[src/rtl/alu_seq.sv]
// Registered handshaked N-bit ALU with persistent Z/S/V/C flags; single-cycle ops complete in 1 cycle, MUL in N+1.
// in_ready drops while reset is high and during MUL; ALU_SEQ_SAT_EN enables signed saturation on 0010/0011/0101.
module alu_seq #(
   parameter int N = 8
) (
   input  logic         clk,
   input  logic         reset,
   input  logic         in_valid,
   output logic         in_ready,
   input  logic [N-1:0] a,
   input  logic [N-1:0] b,
   input  logic [3:0]   select,
   output logic         out_valid,
   output logic [N-1:0] result,
   output logic         z,
   output logic         s,
   output logic         v,
   output logic         c
);
   localparam int CW = $clog2(N + 1);
   localparam logic [N-1:0] ONE     = {{(N-1){1'b0}}, 1'b1};
   localparam logic [N-1:0] SAT_MAX = {1'b0, {(N-1){1'b1}}};
   localparam logic [N-1:0] SAT_MIN = {1'b1, {(N-1){1'b0}}};
   localparam logic [3:0]   OP_MUL  = 4'b1001;

   typedef enum logic {IDLE, MUL} state_t;

   state_t          state;
   logic [CW-1:0]   cnt;
   logic [2*N-1:0]  mcand;
   logic [N-1:0]    mplier;
   logic [2*N-1:0]  acc;
   logic [2*N-1:0]  prod_nx;

   logic [N-1:0]    op2;
   logic            cin;
   logic            arith;
   logic [N:0]      sum;
   logic            ovf;
   logic [N-1:0]    r_nx;
   logic            c_nx;
   logic            accept;

   assign in_ready = (state == IDLE) && !reset;
   assign accept   = in_valid && in_ready;
   assign prod_nx  = acc + (mplier[0] ? mcand : '0);

`ifdef ALU_SEQ_SAT_EN
   logic sat_op;
   assign sat_op = (select == 4'b0010) || (select == 4'b0011) || (select == 4'b0101);
`endif

   always_comb begin
      op2   = '0;
      cin   = 1'b0;
      arith = 1'b0;
      case (select)
         4'b0001: begin op2 = ONE; arith = 1'b1; end
         4'b0010: begin op2 = b;   arith = 1'b1; end
         4'b0011: begin op2 = b;   cin = c;    arith = 1'b1; end
         4'b0100: begin op2 = ~b;  arith = 1'b1; end
         4'b0101: begin op2 = ~b;  cin = 1'b1; arith = 1'b1; end
         4'b0110: begin op2 = '1;  arith = 1'b1; end
         default: ;
      endcase
      sum = {1'b0, a} + {1'b0, op2} + {{N{1'b0}}, cin};
      // Subtract ops feed ~b' into the adder, so one add-style overflow test covers both families.
      ovf = arith && (a[N-1] == op2[N-1]) && (sum[N-1] != a[N-1]);

      r_nx = a;
      c_nx = 1'b0;
      case (select)
         4'b0001, 4'b0010, 4'b0011,
         4'b0100, 4'b0101, 4'b0110: begin r_nx = sum[N-1:0]; c_nx = sum[N]; end
         4'b1000: r_nx = a & b;
         4'b1010: r_nx = a | b;
         4'b1100: r_nx = a ^ b;
         4'b1110: r_nx = ~a;
         4'b1011: begin r_nx = {a[N-2:0], 1'b0};    c_nx = a[N-1]; end
         4'b1101: begin r_nx = {1'b0, a[N-1:1]};    c_nx = a[0];   end
         4'b1111: begin r_nx = {a[N-1], a[N-1:1]};  c_nx = a[0];   end
         default: ;
      endcase
`ifdef ALU_SEQ_SAT_EN
      if (sat_op && ovf)
         r_nx = a[N-1] ? SAT_MIN : SAT_MAX;
`endif
   end

   always_ff @(posedge clk) begin
      if (reset) begin
         state     <= IDLE;
         cnt       <= '0;
         mcand     <= '0;
         mplier    <= '0;
         acc       <= '0;
         out_valid <= 1'b0;
         result    <= '0;
         z         <= 1'b0;
         s         <= 1'b0;
         v         <= 1'b0;
         c         <= 1'b0;
      end else begin
         out_valid <= 1'b0;
         case (state)
            IDLE: begin
               if (accept) begin
                  if (select == OP_MUL) begin
                     state  <= MUL;
                     mcand  <= {{N{1'b0}}, a};
                     mplier <= b;
                     acc    <= '0;
                     cnt    <= '0;
                  end else begin
                     result    <= r_nx;
                     z         <= (r_nx == '0);
                     s         <= r_nx[N-1];
                     v         <= ovf;
                     c         <= c_nx;
                     out_valid <= 1'b1;
                  end
               end
            end
            MUL: begin
               acc    <= prod_nx;
               mcand  <= mcand << 1;
               mplier <= mplier >> 1;
               cnt    <= cnt + 1'b1;
               if (cnt == CW'(N - 1)) begin
                  result    <= prod_nx[N-1:0];
                  z         <= (prod_nx[N-1:0] == '0);
                  s         <= prod_nx[N-1];
                  v         <= 1'b0;
                  c         <= |prod_nx[2*N-1:N];
                  out_valid <= 1'b1;
                  state     <= IDLE;
               end
            end
            default: state <= IDLE;
         endcase
      end
   end
endmodule

[config.mk]
export PLATFORM = sky130hd
export DESIGN_NAME = alu_seq
export DESIGN_NICKNAME = d
export VERILOG_FILES = /design/src/rtl/alu_seq.sv
export SDC_FILE = /design/constraint.sdc
export NUM_CORES = 1
export LEC_CHECK = 0
export ABC_AREA = 1
export CAP_MARGIN = 40
export CORE_ASPECT_RATIO = 0.5
export CORE_MARGIN = 2
export CORE_UTILIZATION = 45
export CTS_BUF_LIST = sky130_fd_sc_hd__clkbuf_4
export DETAILED_ROUTE_END_ITERATION = 7
export HOLD_SLACK_MARGIN = 0.08
export SLEW_MARGIN = 10
export SYNTH_ARGS = -nofsm -noshare
export SYNTH_HDL_FRONTEND = slang
export SYNTH_SLANG_ARGS = --single-unit
[constraint.sdc]
create_clock -name clk -period 5.9 [get_ports clk]
set_input_delay 1.77 -clock clk [delete_from_list [all_inputs] [get_ports clk]]
set_output_delay 1.77 -clock clk [all_outputs]
set_load 0.02 [all_outputs]
==> summary.md, run 1 <==
| Metric | Value |
|---|---|
| Netlist cell types | 34 |
| Critical path class | primary input to output pin |
| Class of the worst hold path | flip-flop to flip-flop |
| Ys flop type | dfxtp_1 |
| Slew HR | 59.3% |
| Worst R2R Path Depth | 12 |
| Switch Pwr | 0.278 mW |
| Syn nets | 852 |
| IO buf count | 36 |
| Starting density of the core | 46.3% |
| Flop pwr share | 41.4% |
| DP Area | 5200 um^2 |
| Register area share after synthesis | 24.0% |
| Die width | 149 um |
| Area of the die | 11400 um^2 |
| GRT Max-Usage Layer | met2 |
| H-tree level count | 3 |
| RSZ-0062 raised after global routing | no |
| Max Cap Viol | 0 |
| Startpoint class of the critical path | primary input |
| Largest net degree at the start of global routing | 46 |
| Worst-path maximum fanout | 4 |
| Combinational share of power | 19.8% |
| Setup TNS | 0 ns |
| Total grt overflow | 0 |
| Rows | 26 |
| FILL cells | 1068 |
| Worst slew pin tran | 0.609 ns |
| Synth area leaders | dfxtp_1 24%, nand2_1 21%, ha_1 10% |
| Clk root buf | clkbuf_4 |
| Internal | 0.678 mW |
| Final Core Density | 52.5% |
| PD cells | 178 nW/um^2 |
| CP max stage delay | 0.67 ns |
| Status | finished, final reports clean |
| Most frequent CP cell | clkdlybuf4s50_1 |
| Via-to-Cell Ratio | 5.18 |
| WP data required | 4.13 ns |
| Placed Instances | 943 |
| WP buf/inv | 2 |
| Postcts setup bufs | 0 |
| Compound-Gate Fraction of Synth Area | 13.5% |
| Overall Power | 0.956 mW |
| Final setup skew | 0.0176 ns |
| YS warnings | 0 |
| Via count | 4969 |
| TritonCTS clock tree | built |
| Area of the mapped netlist | 4750 um^2 |
| Core ar. | 10200 um^2 |
| DR iter-0 viols | 249 |
| Largest family of logic cells by synthesized area | simple AND/OR/NAND/NOR gates |
| Synthesized flop and latch total | 57 |
| Largest area contributor in the netlist | dfxtp_1 |
| CTS sink cnt | 57 |
| Setup-failing EPs final | 0 |
| Top Ports | 37 |
| Cell count of the worst hold path | 2 |
| Avg Inst Size Synth | 6.03 um^2 |
| Sw Ratio | 29.1% |
| Hpwl dp | 10600 um |
| Layout cell share with drive strength beyond 1 | 5.49% |
| Multiplexer area fraction after synthesis | 0% |
| Die height | 76.6 um |
| Tmin final | 4.89 ns |
| CTS Buf Count | 9 |
| DR WL/cell | 14.3 um |
| Hold_buf cts | 0 |
| Resize count post-CTS | 0 |
| Clock transition at the registers of the reported paths | 0.09 ns |
| Final hold viol count | 0 |
| Area growth syn-to-layout | 13.3% |
| Critical path depth | 3 |
| XOR/XNOR Fraction of Synth Area | 1.11% |
| Residual DRC | 0 |
| Vias in the first global route | 4596 |
| Worst skew pair latency | 0.42 ns |
| Nets@finish | 879 |
| Clock network power share | 38.7% |
| Routability Congestion | 0.950 |
| First-pass GRT wire length | 22700 um |
| Slew Viols, Final | 0 |
| Met1 usage | 34.1% |
| DRT antenna net count | 0 |
| Leakage | 2.66 nW |
| Async set-reset flop share out of synthesis | 0% |
| CP cell instances | clkdlybuf4s50_1, nor2_1, clkdlybuf4s50_1 |
| Crit end category | output pin |
| Period utilization | 82.9% |
| Initial antenna violation count | 0 |
| Total track usage | 25.0% |
| Maximum VDD drop | 0.0914 mV |
| Post-Synth Adder-Cell Area | 11.5% |
| Slowest cell on the critical path | clkdlybuf4s50_1 |
| Drt total wl | 13700 um |
| Worst-case clock buffer depth | 2 |
| Ant diodes | 0 |
| Grt met3 use | 4.85% |
| Fmax | 0.204 GHz |
| Finished Layout Cells | 959 |
| Number of flops mapped to enable cells by yosys | 0 |
| DRT Pass-1 Iters | 5 |
| Share of the synthesized area in the top cell type | 24.0% |
| Cell count after synthesis | 787 |
| CP delay by family, top | buffers and inverters |
| Met2 GRT Util | 40.7% |
| Post-synthesis simple-gate area fraction | 38.6% |
| Fin area | 5380 um^2 |
| Critical Path AT | 3.12 ns |
==> sequential cells by signal, indices dropped and copies added, names as in the netlist <==
signal / flops
state: 1
mcand: 16
mplier: 8
c: 1
z: 1
acc: 16
v: 1
result: 8
cnt: 4
out_valid: 1
==> power by group through the flow <==
stage | logic (mW) | clock network, mW | registers (mW)
after floorplan | 0.114 | 0 | 0.410
after global placement | 0.188 | 0 | 0.405
after detailed placement | 0.189 | 0 | 0.405
after CTS | 0.189 | 0.378 | 0.396
after global routing | 0.214 | 0.398 | 0.397
final | 0.190 | 0.370 | 0.396
==> cells in the mapped netlist (10+ instances only) <==
cell      number
a31oi_1       12
nor3_1        10
nor2_1        65
nand4_1       10
inv_1        105
nand2_1      269
a21oi_1       54
ha_1          39
clkbuf_1      12
nand3_1       55
o21ai_0       23
dfxtp_1       57
==> cell type report <==
cell class	count	area (um^2)	area share (%)
multi-input cells	596	3080	57.2
clock buffers	10	75.1	1.40
repair buffers	40	390	7.26
flip-flops and latches	57	1140	21.2
inverters	110	413	7.68
clock inverters	6	106	1.98
well taps	140	175	3.26
==> cell usage in the layout (no fill, tap or decap), drive strengths merged, types with 3 or more instances in the layout <==
cell,instances
a22oi,9
xor2,4
o21ai,27
dfxtp,57
buf,4
clkinv,3
nor2,71
a31oi,12
o211ai,6
clkbuf,10
inv,110
nor3,11
clkdlybuf4s50,36
nand3,55
bufinv,3
nand4,10
a21oi,54
nand3b,4
fa,3
or2,7
ha,39
nand2,275
==> metrics by stage <==
stage | worst slack (ns) | hold WS [ns]
5_1_grt | 0.820 | 0.494
6_report | 1.01 | 0.469
2_1_floorplan | 1.48 | 0.440
3_3_place_gp | 0.793 | 0.450
3_5_place_dp | 0.668 | 0.454
4_1_cts | 1.02 | 0.470
==> worst paths after layout <==
path	end	from	slack [ns]
setup / recovery	in_ready	reset	1.01
hold / removal	mplier[1]	mplier[1]	0.47
setup reg to reg	z	c	3.23
hold reg to reg	mplier[1]	mplier[1]	0.47
==> tightest hold or removal path: cells and delay by family (launching register included) <==
family	cells	cell delay, ns
flops	1	0.32
simple gates	1	0.06
compound gates	1	0.05
==> layer usage <==
layer / vias up / wire length, um
met2: 116 / 6040
met3: 18 / 768
met5: - / 0
li1: 2571 / -
met1: 2264 / 6670
met4: 0 / 239
==> cell families after synthesis <==
kind of cell    after synthesis
xor+xnor                      6
compound gates              113
buf+inv                     134
simple gates                435
fa+ha+maj                    42
flops                        57
No activity file was read; power rests on OpenSTA's default activity.
==> inputs of run 2 (changes only) <==
clock period = 4.8 ns   (was 5.9 ns; I/O delays follow)
==> summary.md, run 2 (same netlist as run 1, synthesis figures left out) <==
| Metric | Value |
|---|---|
| DR iter-0 viols | 255 (was 249) |
| Rows | 26 (unchanged) |
| Starting density of the core | 46.3% (unchanged) |
| Residual DRC | 0 (unchanged) |
| WP buf/inv | 3 (was 2) |
| Placed Instances | 947 (was 943) |
| Hold_sp | result[1] (was mplier[1]) |
| Nets@finish | 883 (was 879) |
| DR WL/cell | 14.2 um (was 14.3 um) |
| Critical path class | primary input to flip-flop (was primary input to output pin) |
| Hold_buf cts | 0 (unchanged) |
| Via-to-Cell Ratio | 5.06 (was 5.18) |
| Final setup skew | 0.0173 ns (was 0.0176 ns) |
| TritonCTS clock tree | built (unchanged) |
| Drt total wl | 13700 um (about the same) |
| Leakage | 2.65 nW (was 2.66 nW) |
| Worst-path maximum fanout | 7 (was 4) |
| Vias in the first global route | 4407 (was 4596) |
| Slew Viols, Final | 0 (unchanged) |
| Top Ports | 37 (unchanged) |
| Period utilization | 90.0% |
| DRT Pass-1 Iters | 5 (unchanged) |
| First-pass GRT wire length | 22000 um (was 22700 um) |
| Commonest non-fill, non-tap cell in the layout | nand2_1 (unchanged) |
| Die height | 76.6 um (unchanged) |
| Startpoint class of the critical path | primary input (unchanged) |
| Area of the multi-input gates | 3080 um^2 (unchanged) |
| Slowest cell on the critical path | clkdlybuf4s50_1 (unchanged) |
| Initial antenna violation count | 0 (unchanged) |
| Clock transition at the registers of the reported paths | 0.11 ns (was 0.09 ns) |
| Ant diodes | 0 (unchanged) |
| Setup TNS | 0 ns (unchanged) |
| Via count | 4869 (was 4969) |
| Setup-failing EPs final | 0 (unchanged) |
| Top Registers | acc (16), mcand (16) (unchanged) |
| Maximum VDD drop | 0.100 mV (was 0.0914 mV) |
| CP cell instances | clkdlybuf4s50_1, inv_1, nor3_1, a221oi_1, fa_1, fa_1, o21ai_0, inv_1, nor2_1, nor2_1, nor2_1, nand3_1, nor2_1, nand3_1, a21oi_1 (was clkdlybuf4s50_1, nor2_1, clkdlybuf4s50_1) |
| H-tree level count | 3 (unchanged) |
| Largest net degree at the start of global routing | 46 (unchanged) |
| Fmax | 0.232 GHz |
| FILL cells | 1110 (was 1068) |
| Final hold viol count | 0 (unchanged) |
| Tmin final | 4.32 ns |
| CP delay by family, top | buffers and inverters (unchanged) |
| Layout cell share with drive strength beyond 1 | 5.95% (was 5.49%) |
| Most frequent CP cell | nor2_1 (was clkdlybuf4s50_1) |
| Total track usage | 24.4% (was 25.0%) |
| Postcts setup bufs | 0 (unchanged) |
| Slew HR | 60.7% (was 59.3%) |
| CTS Buf Count | 9 (unchanged) |
| Register Area | 1140 um^2 (unchanged) |
| Area of the die | 11400 um^2 (unchanged) |
| Class of the worst hold path | flip-flop to flip-flop (unchanged) |
| Hpwl dp | 10500 um (was 10600 um) |
| Status | finished, final reports clean (unchanged) |
| PD cells | 199 nW/um^2 (was 178 nW/um^2) |
| Critical Path AT | 4.65 ns (was 3.12 ns) |
| Total grt overflow | 0 (unchanged) |
| Worst skew pair latency | 0.39 ns (was 0.42 ns) |
| Crit path from | select[1] (was reset) |
| Commonest cells after routing, fill and taps aside | 269 x nand2_1, 105 x inv_1, 64 x nor2_1 (unchanged) |
| CTS sink cnt | 57 (unchanged) |
| Area growth syn-to-layout | 12.9% (was 13.3%) |
| Resize count post-CTS | 0 (unchanged) |
| Worst slew pin tran | 0.588 ns (was 0.609 ns) |
| DRT antenna net count | 0 (unchanged) |
| Die width | 149 um (unchanged) |
| Core ar. | 10200 um^2 (unchanged) |
| CP max stage delay | 0.68 ns (was 0.67 ns) |
| Clk root buf | clkbuf_4 (unchanged) |
| Max Cap Viol | 0 (unchanged) |
| Worst-case clock buffer depth | 2 (unchanged) |
| WP data required | 5.13 ns (was 4.13 ns) |
| IO buf count | 36 (unchanged) |
| FF-to-FF Start | mplier[0] (was c) |
| RSZ-0062 raised after global routing | no (unchanged) |
| Crit end category | flip-flop (was output pin) |
| Final Core Density | 52.3% (was 52.5%) |
| Finished Layout Cells | 963 (was 959) |
| Routability Congestion | 0.936 (was 0.950) |
[run 2: changes by cell type in the layout (fill, tap and decap cells not counted), sizes merged]
| cell | before | now |
|---|---|---|
| buf | 4 | 8 |
| bufinv | 3 | 1 |
| clkinv | 3 | 4 |
| clkinvlp | 0 | 1 |
[run 2: metal layers]
layer	vias to the layer above	global-route usage (%)	share of wire, %	wire [um]
met1	2167	33.9	50	6790
li1	2582	-	-	-
met5	-	0	0	0
met4	0	7.05	1.6	221
met3	17	4.37	4.6	628
met2	103	38.5	44	6060
[run 2: layout make-up]
type | count | share of cell area (%)
well taps | 140 | 3.27
multi-input cells | 596 | 57.4
flip-flops and latches | 57 | 21.3
repair buffers | 44 | 7.84
clock buffers | 10 | 1.40
clock inverters | 6 | 1.10
inverters | 110 | 7.70
[run 2: worst register-to-register path: stages (launching register included)]
cell and delay [ns]:
dfxtp_1 0.71, nand2_1 0.10, inv_1 0.08, ha_1 0.23
fa_1 0.43, or2_2 0.34, nor3_1 0.22, nand4_1 0.12
nor2_1 0.18, nor2_1 0.06, a21oi_1 0.15
[run 2: per-stage QoR]
step           setup slack [ns]  total power [mW]  cell area (um^2)  hold WS (ns)
3_3_place_gp              0.150             0.731              5230         0.451
2_1_floorplan             0.707             0.645              4750         0.440
4_1_cts                   0.490              1.08              5360         0.472
3_5_place_dp             0.0703             0.731              5230         0.456
6_report                  0.481              1.07              5360         0.468
5_1_grt                   0.199              1.13              5360         0.494
[run 2: report_power, final]
group          switching, mW  internal, mW
clock network          0.185         0.161
registers            0.00557         0.481
logic                  0.148        0.0868
[run 2: final timing paths]
path / slack, ns / to / cells after the start
max: 0.48 / z / 15
min: 0.47 / result[1] / 2
max reg2reg: 2.13 / z / 10
min reg2reg: 0.47 / result[1] / 2
==> inputs of run 3 (changes only) <==
DONT_BUFFER_PORTS = 1   (was unset)
SKIP_CTS_REPAIR_TIMING = 1   (was unset)
==> summary.md, run 3 (same netlist as run 1, synthesis figures left out) <==
| Metric | Value |
|---|---|
| Clock network power share | 29.3% (was 32.4%) |
| Tmin final | 3.74 ns (was 4.32 ns) |
| Final setup skew | 0.0131 ns (was 0.0173 ns) |
| Layout cell share with drive strength beyond 1 | 5.38% (was 5.95%) |
| Routability Congestion | 0.987 (was 0.936) |
| CP max stage delay | 0.46 ns (was 0.68 ns) |
| Status | finished, final reports clean (unchanged) |
| Maximum VDD drop | 0.100 mV (about the same) |
| Class of the worst hold path | flip-flop to flip-flop (unchanged) |
| Via count | 4832 (was 4869) |
| IO buf count | 0 (was 36) |
| DR WL/cell | 14.8 um (was 14.2 um) |
| Drt total wl | 13600 um (was 13700 um) |
| Worst slew pin tran | 0.607 ns (was 0.588 ns) |
| Dpl ws | 0.702 ns (was 0.0703 ns) |
| Most frequent CP cell | nor2_1 (unchanged) |
| Crit end category | flip-flop (unchanged) |
| Clk root buf | clkbuf_4 (unchanged) |
| Critical Path AT | 4.07 ns (was 4.65 ns) |
| Sw Ratio | 32.6% (was 31.7%) |
| Internal | 0.633 mW (was 0.729 mW) |
| Top Ports | 37 (unchanged) |
| Commonest non-fill, non-tap cell in the layout | nand2_1 (unchanged) |
| Total track usage | 24.7% (was 24.4%) |
| RSZ-0062 raised after global routing | no (unchanged) |
| Fmax | 0.267 GHz (was 0.232 GHz) |
| DRT Pass-1 Iters | 5 (unchanged) |
| Setup TNS | 0 ns (unchanged) |
| Slew Viols, Final | 0 (unchanged) |
| Fin area | 4920 um^2 (was 5360 um^2) |
| Period utilization | 77.9% (was 90.0%) |
| DP Area | 4830 um^2 (was 5230 um^2) |
| TritonCTS clock tree | built (unchanged) |
| Post-route setup slack | 1.06 ns (was 0.481 ns) |
| H-tree level count | 3 (unchanged) |
| Commonest cells after routing, fill and taps aside | 269 x nand2_1, 105 x inv_1, 64 x nor2_1 (unchanged) |
| CTS Buf Count | 9 (unchanged) |
| Hold_sp | mcand[15] (was result[1]) |
| Area of the die | 11400 um^2 (unchanged) |
| Setup-failing EPs final | 0 (unchanged) |
| Initial antenna violation count | 0 (unchanged) |
| Startpoint class of the critical path | primary input (unchanged) |
| Switch Pwr | 0.307 mW (was 0.338 mW) |
| Clock transition at the registers of the reported paths | 0.09 ns (was 0.11 ns) |
| Die width | 149 um (unchanged) |
| Via-to-Cell Ratio | 5.25 (was 5.06) |
| CTS sink cnt | 57 (unchanged) |
| Flop pwr share | 52.9% (was 45.6%) |
| Crit path from | select[2] (was select[1]) |
| Worst-case clock buffer depth | 2 (unchanged) |
| Max Cap Viol | 0 (unchanged) |
| PD cells | 191 nW/um^2 (was 199 nW/um^2) |
| Residual DRC | 0 (unchanged) |
| Largest net degree at the start of global routing | 47 (was 46) |
| WP data required | 5.13 ns (about the same) |
| Die height | 76.6 um (unchanged) |
| Nets@finish | 842 (was 883) |
| Core ar. | 10200 um^2 (unchanged) |
| Slew HR | 59.4% (was 60.7%) |
| Total grt overflow | 0 (unchanged) |
| Area growth syn-to-layout | 3.66% (was 12.9%) |
| Critical path class | primary input to flip-flop (unchanged) |
| Rows | 26 (unchanged) |
| Starting density of the core | 46.3% (unchanged) |
| CP cell instances | inv_2, nor2_2, inv_1, nor2_1, inv_1, o21ai_0, a221oi_1, fa_1, fa_1, o21ai_0, inv_1, nor2_1, nor2_1, nor2_1, nand3_1, nor2_1, nand3_1, a21oi_1 (was clkdlybuf4s50_1, inv_1, nor3_1, a221oi_1, fa_1, fa_1, o21ai_0, inv_1, nor2_1, nor2_1, nor2_1, nand3_1, nor2_1, nand3_1, a21oi_1) |
| Final hold viol count | 0 (unchanged) |
| DR iter-0 viols | 244 (was 255) |
| Ant diodes | 0 (unchanged) |
| Worst-path maximum fanout | 8 (was 7) |
| Combinational share of power | 17.8% (was 22.0%) |
| FF-to-FF Start | c (was mplier[0]) |
| Top Registers | acc (16), mcand (16) (unchanged) |
| Hpwl dp | 10500 um (about the same) |
| FILL cells | 1132 (was 1110) |
| Leakage | 2.48 nW (was 2.65 nW) |
| Slowest cell on the critical path | fa_1 (was clkdlybuf4s50_1) |
| Worst skew pair latency | 0.40 ns (was 0.39 ns) |
| DRT antenna net count | 0 (unchanged) |
| First-pass GRT wire length | 22400 um (was 22000 um) |
| Vias in the first global route | 4407 (unchanged) |
## run 3: cell types whose count changed in the layout (fill, tap and decap cells not counted), sizes merged
cell,change
clkbuf,-1
clkdlybuf4s50,-36
buf,-5
bufinv,-1
## run 3: final cells by class
cell class,instances,area (um^2),share of cell area (%)
multi-input cells,596,3080,62.5
well taps,140,175,3.56
flip-flops and latches,57,1140,23.2
clock buffers,9,67.6,1.37
repair buffers,3,22.5,0.458
inverters,110,413,8.39
clock inverters,5,25.0,0.509
## run 3: through the flow
stage	std cells	utilization [%]	power (mW)	hold WS, ns
3_3_place_gp	906	47.1	0.672	0.448
5_1_grt	920	48.0	0.999	0.484
4_1_cts	920	48.0	0.947	0.466
2_1_floorplan	787	-	0.645	0.440
3_5_place_dp	906	47.1	0.673	0.451
6_report	920	48.0	0.940	0.465
## run 3: critical path, delay by kind of cell
kind,cells,cell delay (ns)
adders and majority gates,2,0.85
AOI/OAI and AO/OA,4,0.76
and+or+nand+nor,8,0.71
buffers and inverters,4,0.29
## run 3: routing by layer
metal | vias to the layer above | GRT usage (%) | routed length [um]
li1 | 2506 | - | -
met4 | 0 | 5.33 | 170
met5 | - | 0 | 0
met1 | 2203 | 33.9 | 6660
met2 | 106 | 40.6 | 6070
met3 | 17 | 4.37 | 697
## run 3: final timing paths
check              endpoint  cells past startpoint  slack [ns]
setup / recovery          z                     18        1.06
hold / removal    mcand[15]                      2        0.47
setup reg to reg          z                     12        2.03
hold reg to reg   mcand[15]                      2        0.47
## run 3: power by group through the flow
stage               Combinational [mW]  Clock (mW)  Sequential [mW]
floorplan                        0.140           0            0.504
global placement                 0.163           0            0.509
detailed placement               0.165           0            0.509
CTS                              0.166       0.284            0.498
global route                     0.191       0.309            0.499
finish                           0.168       0.275            0.498
